$ cat src/rtl/act_pkg.sv
// Shared constants and types for the PLAN sigmoid/tanh activation unit.
// Breakpoints and offsets are produced scaled to a given fraction width.
package act_pkg;

  localparam int DEF_INT  = 8;
  localparam int DEF_FRAC = 8;
  localparam int DEF_W    = DEF_INT + DEF_FRAC + 1;

  typedef logic signed [DEF_W-1:0] fix_t;

  // Right-shift amounts of the three sloped segments
  localparam int SH_R0 = 2;
  localparam int SH_R1 = 3;
  localparam int SH_R2 = 5;

  // num / 2^den_log2 scaled by 2^frac
  function automatic int fx_scale(
    input int num,
    input int den_log2,
    input int frac
  );
    return (num << frac) >> den_log2;
  endfunction

  // 1.0
  function automatic int bp_one(input int frac);
    return fx_scale(1, 0, frac);
  endfunction

  // 2.375
  function automatic int bp_mid(input int frac);
    return fx_scale(19, 3, frac);
  endfunction

  // 5.0
  function automatic int bp_sat(input int frac);
    return fx_scale(5, 0, frac);
  endfunction

  // 0.5
  function automatic int off_r0(input int frac);
    return fx_scale(1, 1, frac);
  endfunction

  // 0.625
  function automatic int off_r1(input int frac);
    return fx_scale(5, 3, frac);
  endfunction

  // 0.84375
  function automatic int off_r2(input int frac);
    return fx_scale(27, 5, frac);
  endfunction

endpackage

$ cat src/rtl/sigmoid_plan_core.sv
// Combinational PLAN sigmoid on a non-negative magnitude.
// Macro ACT_ROUND_EN: segment shifts round half-up instead of flooring.
module sigmoid_plan_core
  import act_pkg::*;
#(
  parameter int MAG_W      = 16,
  parameter int FRAC_WIDTH = 8,
  parameter int S_W        = FRAC_WIDTH + 2
) (
  input  logic [MAG_W-1:0] i_a,
  output logic [S_W-1:0]   o_s
);

  localparam logic [MAG_W-1:0] C_ONE =
    MAG_W'(bp_one(FRAC_WIDTH));
  localparam logic [MAG_W-1:0] C_MID =
    MAG_W'(bp_mid(FRAC_WIDTH));
  localparam logic [MAG_W-1:0] C_SAT =
    MAG_W'(bp_sat(FRAC_WIDTH));

  localparam logic [S_W-1:0] C_R0 =
    S_W'(off_r0(FRAC_WIDTH));
  localparam logic [S_W-1:0] C_R1 =
    S_W'(off_r1(FRAC_WIDTH));
  localparam logic [S_W-1:0] C_R2 =
    S_W'(off_r2(FRAC_WIDTH));
  localparam logic [S_W-1:0] C_S1 =
    S_W'(bp_one(FRAC_WIDTH));

  function automatic logic [MAG_W-1:0] shr(
    input logic [MAG_W-1:0] v,
    input int               k
  );
    logic [MAG_W:0] t;
`ifdef ACT_ROUND_EN
    t = {1'b0, v} + ((MAG_W+1)'(1) << (k - 1));
`else
    t = {1'b0, v};
`endif
    return MAG_W'(t >> k);
  endfunction

  logic [S_W-1:0] w_seg0;
  logic [S_W-1:0] w_seg1;
  logic [S_W-1:0] w_seg2;

  // Selected segments stay below 1.0, so narrowing the shift is safe
  assign w_seg0 = S_W'(shr(i_a, SH_R0)) + C_R0;
  assign w_seg1 = S_W'(shr(i_a, SH_R1)) + C_R1;
  assign w_seg2 = S_W'(shr(i_a, SH_R2)) + C_R2;

  // Pick the segment that covers the magnitude
  always_comb begin
    o_s = '0;
    unique case (1'b1)
      (i_a >= C_SAT):                  o_s = C_S1;
      (i_a >= C_MID) && (i_a < C_SAT): o_s = w_seg2;
      (i_a >= C_ONE) && (i_a < C_MID): o_s = w_seg1;
      (i_a <  C_ONE):                  o_s = w_seg0;
      default:                         o_s = '0;
    endcase
  end

endmodule

$ cat src/rtl/sigmoid_tanh.sv
// Two-stage pipelined sigmoid / tanh (tanh = 2*sigmoid(2x) - 1).
// Macro ACT_ROUND_EN selects round-half-up shifts in the PLAN core.
module sigmoid_tanh
  import act_pkg::*;
#(
  parameter int INT_WIDTH  = 8,
  parameter int FRAC_WIDTH = 8,
  parameter int IS_TANH    = 0,
  parameter int WIDTH      = INT_WIDTH + FRAC_WIDTH + 1
) (
  input  logic                    clk,
  input  logic                    reset,
  input  logic signed [WIDTH-1:0] x,
  output logic signed [WIDTH-1:0] y
);

  localparam int MAG_W = WIDTH - 1;
  localparam int S_W   = FRAC_WIDTH + 2;

  localparam logic [S_W-1:0] C_ONE_S =
    S_W'(bp_one(FRAC_WIDTH));
  localparam logic signed [WIDTH-1:0] C_ONE_W =
    WIDTH'(bp_one(FRAC_WIDTH));

  logic signed [WIDTH:0] w_z;
  logic                  w_neg;
  logic [WIDTH:0]        w_abs;
  logic                  w_ovf;
  logic [MAG_W-1:0]      w_mag;

  // z is one bit wider so that 2x never wraps
  assign w_z   = (IS_TANH != 0) ? {x, 1'b0}
                                : {x[WIDTH-1], x};
  assign w_neg = w_z[WIDTH];
  assign w_abs = w_neg ? $unsigned(-w_z)
                       : $unsigned(w_z);
  assign w_ovf = |w_abs[WIDTH:MAG_W];
  assign w_mag = w_ovf ? '1 : w_abs[MAG_W-1:0];

  logic             r_neg;
  logic [MAG_W-1:0] r_mag;

  // Stage 1: register sign and saturated magnitude of z
  always_ff @(posedge clk or posedge reset) begin
    if (reset) begin
      r_neg <= 1'b0;
      r_mag <= '0;
    end else begin
      r_neg <= w_neg;
      r_mag <= w_mag;
    end
  end

  logic [S_W-1:0] w_s;

  sigmoid_plan_core #(
    .MAG_W      (MAG_W),
    .FRAC_WIDTH (FRAC_WIDTH),
    .S_W        (S_W)
  ) u_core (
    .i_a (r_mag),
    .o_s (w_s)
  );

  logic [S_W-1:0]          w_s_sgn;
  logic signed [WIDTH-1:0] w_sv;
  logic signed [WIDTH-1:0] w_y;

  // Mirroring about 0.5 keeps the odd symmetry exact
  assign w_s_sgn = r_neg ? (C_ONE_S - w_s) : w_s;
  assign w_sv    = signed'(WIDTH'(w_s_sgn));
  assign w_y     = (IS_TANH != 0)
                 ? (w_sv <<< 1) - C_ONE_W
                 : w_sv;

  // Stage 2: register the activation result
  always_ff @(posedge clk or posedge reset) begin
    if (reset) begin
      y <= '0;
    end else begin
      y <= w_y;
    end
  end

endmodule

$ cat config.mk
export PLATFORM = sky130hd
export DESIGN_NAME = sigmoid_tanh
export DESIGN_NICKNAME = d
export VERILOG_FILES = /design/src/rtl/act_pkg.sv /design/src/rtl/sigmoid_plan_core.sv /design/src/rtl/sigmoid_tanh.sv
export SDC_FILE = /design/constraint.sdc
export NUM_CORES = 1
export LEC_CHECK = 0
export CAP_MARGIN = 20
export CORE_MARGIN = 2
export CORE_UTILIZATION = 40
export CTS_CLUSTER_DIAMETER = 100
export DETAILED_ROUTE_END_ITERATION = 10
export HOLD_SLACK_MARGIN = 0.06
export PLACE_DENSITY = 0.72
export SLEW_MARGIN = 10
export SYNTH_ARGS = -nofsm -noshare
export SYNTH_HDL_FRONTEND = slang
export SYNTH_SLANG_ARGS = --single-unit
$ cat constraint.sdc
create_clock -name clk -period 3.25 [get_ports clk]
set_input_delay 0.65 -clock clk [delete_from_list [all_inputs] [get_ports clk]]
set_output_delay 0.65 -clock clk [all_outputs]
set_load 0.05 [all_outputs]
==> results of run 1 <==
## path summary, 6_finish.rpt
kind,startpoint,to,depth (start not counted),slack (ps)
min in group asynchronous,reset,y[0]$_DFF_PP0_,2,680
max reg2reg,r_mag[9]$_DFF_PP0_,y[9]$_DFF_PP0_,10,570
min reg2reg,r_neg$_DFF_PP0_,y[3]$_DFF_PP0_,2,630
max,x[2],r_mag[1]$_DFF_PP0_,7,500
max in group asynchronous,reset,r_mag[12]$_DFF_PP0_,3,2110
min,r_neg$_DFF_PP0_,y[3]$_DFF_PP0_,2,630
## routing by layer
| metal | track usage | part of all wire | vias up |
|---|---|---|---|
| li1 | - | - | 730 |
| met1 | 0.181 | 0.46 | 662 |
| met2 | 0.229 | 0.47 | 39 |
| met3 | 0.0211 | 0.039 | 7 |
| met4 | 0.0692 | 0.027 | 0 |
| met5 | 0 | 0 | - |
## worst max-delay path: cells and delay by family
kind / cells / cell delay [ps]
and+or+nand+nor: 5 / 1590
buffers and inverters: 1 / 470
AOI/OAI and AO/OA: 1 / 240
## cells in the mapped netlist (2+ instances only)
cell,n,area share
nor3_2,2,0.011
dfrtp_1,27,0.37
inv_1,12,0.025
a21oi_1,9,0.025
o31ai_1,5,0.021
o21ai_0,6,0.016
a221o_1,2,0.011
nand3_1,5,0.014
nand2_1,29,0.060
nor4_1,5,0.017
a31oi_1,2,0.0068
ha_1,9,0.062
a222oi_1,2,0.011
xor2_1,13,0.062
a32o_1,2,0.011
xnor2_1,9,0.043
buf_4,7,0.029
nor2_1,10,0.021
nand4_1,2,0.0068
clkbuf_1,3,0.0062
## where the power goes
group | switching (mW) | total (mW) | internal [mW]
clock network | 0.103 | 0.188 | 0.0860
registers | 0.0260 | 0.389 | 0.363
logic | 0.132 | 0.220 | 0.0883
total | 0.260 | 0.798 | 0.537
## per-stage QoR
| step | instance area, sq um | hold slack [ps] | setup slack, ps | utilization |
|---|---|---|---|---|
| 3_3_place_gp | 2130 | 611 | 271 | 0.486 |
| 4_1_cts | 2180 | 633 | 495 | 0.497 |
| 6_report | 2190 | 629 | 498 | 0.500 |
| 2_1_floorplan | 1850 | 543 | 729 | - |
| 5_1_grt | 2190 | 667 | 243 | 0.500 |
| 3_5_place_dp | 2130 | 620 | 211 | 0.486 |
## state kept, by name, summed over array words and instances (netlist names)
| register | cells |
|---|---|
| y | 10 |
| r_mag | 16 |
| r_neg | 1 |
## layout make-up
class	instances	area, sq um	share of cell area
Clock buffer	3	41.3	0.0188
Clock inverter	1	5.00	0.00228
Inverter	12	45.0	0.0205
Multi-Input combinational cell	147	1030	0.472
Sequential cell	27	676	0.308
Tap cell	52	65.1	0.0297
Timing Repair Buffer	33	325	0.148
## cell families after synthesis
| family | share of synthesized area |
|---|---|
| AOI/OAI and AO/OA | 0.177 |
| xor gates and xnor gates | 0.105 |
| adders and majority gates | 0.0616 |
| buffers and inverters | 0.0773 |
| DFF | 0.369 |
| other | 0.00205 |
| and+or+nand+nor | 0.207 |
==> metrics, run 1 <==
largest net degree at the start of global routing=28; clk buf depth=2; cells after synthesis=about 190; overall power=0.798 mW; chip height=71.6 microns; gpl congestion=roughly 0.85; CP Cell Sequence=clkdlybuf4s50_1, or3_1, nor3_1, nand3_1, nor4_1, nand3_1, o211ai_1; CP peak stage delay=470 ps; CP max FO=14; worst path required time=3440 ps; most common cell after layout, fill and taps aside=nand2_1; type of the worst setup path=in -> reg; overall via count from detail_route=between 1000 and 1500; CTS tree=yes; DRT Pass-1 Iters=4; HPWL after DPL=2.52 mm; Iteration-0 DRC Markers=94; antenna violations before repair=0; status=finished, final reports clean; min Tclk post-route=2750 ps; post-synth cell types=50; Layout Nets=roughly 250; startpoint class of the critical path=input port; H-tree Lvls=1; Primary FF master, synth=dfrtp_1; Die W=71.6 microns; vias per cell=around 5.2; Worst Setup End Kind=register; total gr overflow=0; Least-Margin Pin Slew=around 590 ps; Final period util=0.847; post-DR wirelength/cell=between 10 and 15 microns; Worst slew margin=0.602; Post-synth EDFFs=0; Port Buf Inserts=28; drt total wl=around 3.2 mm; CTS sink cnt=27; area delta synth->final=19.8%; Num CTS Buffers=3; global-route wire length before repair=5.78 mm; clk slew on worst S/H paths=approximately 90 ps; initial core utilization=0.417; setup TNS=0 ps; CP Data Arrival Time=2940 ps; RSZ-0062 raised after global routing=no; proportion of layout cells with a drive suffix above 1=0.117; Syn Area/Cell=9.58 sq um; FP Rows=24; vias in the first global route=1369; Worst-Skew Late Latency=270 ps; pwr/cell area=364 nW/um^2; # resized after CTS=0; Core Box Area=4380 sq um; worst clock skew=about 2.6 ps; Root Driver=clkbuf_8; placed cells=270; synthesized area=approximately 1800 sq um; f_max=363 MHz; post-synthesis sequential area ratio=0.369; Yosys reg bits=27; ant diodes=0; commonest cells after routing, fill and taps aside=nand2_1 (29), clkdlybuf4s50_1 (28), dfrtp_1 (27); Final ANT Viol Nets=0; min-delay worst type=reg -> reg; max-slew violation count=0; # IOs=36; Finished Layout Cells=275; die area=a little over 5000 sq um; leak pwr=between 0.9 and 1 nW; Final Hold Violating Endpoints=0; Total GRT Usage=0.140; drc violations=0; hold_buf cts=0; CP max stage cell=clkdlybuf4s50_1; max cap viols=0; fraction of registers with async set/reset=1.00; postcts setup bufs=0; Fillers=420; VDD IR max=approximately 0.00014 V; final setup fails=0; critical path's most frequent cell=nand3_1; Warnings, synthesis=0
Power figures use the tool's default switching activity.
==> inputs of run 2 (changes only) <==
Clock period 3.25 ns to 2.6 ns, I/O delays scaled along.
==> metrics, run 2 (synthesized netlist as in run 1, its figures left out) <==
total gr overflow=0 (unchanged); Finished Layout Cells=288 (+4.7%); Num CTS Buffers=3 (unchanged); H-tree Lvls=1 (unchanged); Final Hold Violating Endpoints=0 (unchanged); Final period util=0.972; post-DR wirelength/cell=12.0 microns (+3.2%); Worst Path Buf+Inv=1 (unchanged); Port Buf Inserts=28 (unchanged); critical path depth in cells=9 (+2); placed cells=282 (+4.4%); number of flip-flops under the largest register name=16 (unchanged); CP max FO=4 (-10); pwr/cell area=445 nW/um^2 (+22%); gpl congestion=0.921 (+8.7%); min-delay worst type=in -> async; min Tclk post-route=2530 ps; leak pwr=1.03 nW (+7.1%); Biggest register=r_mag; largest net degree at the start of global routing=28 (unchanged); overall via count from detail_route=1471 (+2.3%); area delta synth->final=26.5%; vias in the first global route=1335 (-2.5%); Worst-Skew Late Latency=270 ps (about the same); worst clock skew=3.04 ps (+0.425 ps); critical path's most frequent cell=ha_1; clk slew on worst S/H paths=90 ps (about the same); final setup fails=0 (unchanged); Worst Setup End Kind=register; max cap viols=0 (unchanged); max-slew violation count=0 (unchanged); fin util=0.528 (+0.0280); Total GRT Usage=0.140 (+0.000213); global-route wire length before repair=5.71 mm (-1.1%); Iteration-0 DRC Markers=104 (+11%); f_max=396 MHz; drc violations=0 (unchanged); CP Data Arrival Time=2730 ps (-210 ps); FP Rows=24 (unchanged); VDD IR max=0.000185 V (+27%); Worst slew margin=0.588 (-0.0142); proportion of layout cells with a drive suffix above 1=0.169 (+0.0529); Die W=71.6 microns (unchanged); Fillers=425 (+1.2%); Final ANT Viol Nets=0 (unchanged); CP max stage cell=a222oi_1; Crit path max-delay family=compound AO/OA/AOI/OAI gates; hold_buf cts=0 (unchanged); worst path required time=2800 ps (-640 ps); Least-Margin Pin Slew=616 ps (+21.3 ps); startpoint class of the critical path=register; Core Box Area=4380 sq um (unchanged); HPWL after DPL=2.75 mm (+9.1%); clk buf depth=2 (unchanged); CP Cell Sequence=inv_1, ha_1, a211o_4, and2_4, a222oi_1, ha_1, nand2_1, o31ai_1, xnor2_1; CP peak stage delay=420 ps (-50 ps); CTS sink cnt=27 (unchanged); DRT Pass-1 Iters=4 (unchanged); Area after DPL=2220 sq um (+4.2%); drt total wl=3.47 mm (+8.1%); reg2reg path depth=9 (-1); Final Cell Area=2310 sq um (+5.6%); antenna violations before repair=0 (unchanged); vias per cell=5.11 (-2.3%); commonest cells after routing, fill and taps aside=nand2_1 (29), clkdlybuf4s50_1 (28), dfrtp_1 (27); Layout Nets=265 (+5.2%); status=finished, final reports clean; most common cell after layout, fill and taps aside=nand2_1; CTS tree=yes; Largest regs=r_mag (16), y (10), r_neg (1); Root Driver=clkbuf_8; ant diodes=0 (unchanged); initial core utilization=0.417 (unchanged); type of the worst setup path=reg -> reg; # IOs=36 (unchanged); chip height=71.6 microns (unchanged); die area=5130 sq um (unchanged)
==> run 2: cell count changes in the layout (fill, tap and decap cells not counted), sizes merged <==
cell | before | now
clkinvlp | 0 | 1
clkinv | 1 | 0
buf | 5 | 18
==> run 2: worst min-delay path: stages <==
cell and delay [ps]:
clkdlybuf4s50_1 400, inv_1 50, buf_4 300
==> run 2: area by class of cell <==
cell class / count / area, sq um / area share
Multi-Input combinational cell: 147 / 1060 / 0.460
Sequential cell: 27 / 676 / 0.292
Timing Repair Buffer: 46 / 415 / 0.179
Tap cell: 52 / 65.1 / 0.0281
Inverter: 12 / 45.0 / 0.0195
Clock buffer: 3 / 41.3 / 0.0178
Clock inverter: 1 / 7.51 / 0.00324
==> run 2: where the power goes <==
group | switching (mW) | internal [mW] | leakage, nW
registers | 0.0264 | 0.454 | 0.333
logic | 0.182 | 0.127 | 0.672
clock network | 0.132 | 0.109 | 0.0217
total | 0.340 | 0.690 | 1.03
==> run 2: through the flow <==
| step | power (mW) | hold WS, ps | setup TNS (ps) | worst slack [ps] |
|---|---|---|---|---|
| final | 1.03 | 592 | 0 | 72.4 |
| after floorplan | 0.696 | 543 | 0 | 78.7 |
| after detailed placement | 0.788 | 612 | -61.8 | -55.7 |
| after global routing | 1.09 | 648 | -12.5 | -12.5 |
| after global placement | 0.784 | 610 | 0 | 39.1 |
| after CTS | 1.03 | 599 | 0 | 28.4 |
==> run 2: routing by layer <==
layer	share of wire	vias up	global-route usage	routed length, microns
li1	-	754	-	-
met1	0.43	671	0.172	1500
met2	0.51	40	0.249	1760
met3	0.040	6	0.0183	140
met4	0.019	0	0.0566	66
met5	0	-	0	0
==> run 2: what timing repair did <==
item	CTS	global route
setup endpoints to repair	0	6
setup buffers	0	2
resized for setup	0	6
==> run 2: final timing paths <==
path	from	end	slack [ps]
setup / recovery	r_mag[8]$_DFF_PP0_	y[6]$_DFF_PP0_	70
hold / removal	reset	y[1]$_DFF_PP0_	590
setup reg to reg	r_mag[8]$_DFF_PP0_	y[6]$_DFF_PP0_	70
hold reg to reg	r_neg$_DFF_PP0_	y[3]$_DFF_PP0_	630
max in group asynchronous	reset	y[9]$_DFF_PP0_	1760
min in group clk	r_neg$_DFF_PP0_	y[3]$_DFF_PP0_	630
==> inputs of run 3 (changes only) <==
Settings changed: SLEW_MARGIN 10 to unset.
==> results of run 3 <==
Final layout, timing and power as in run 2 (identical DEF).
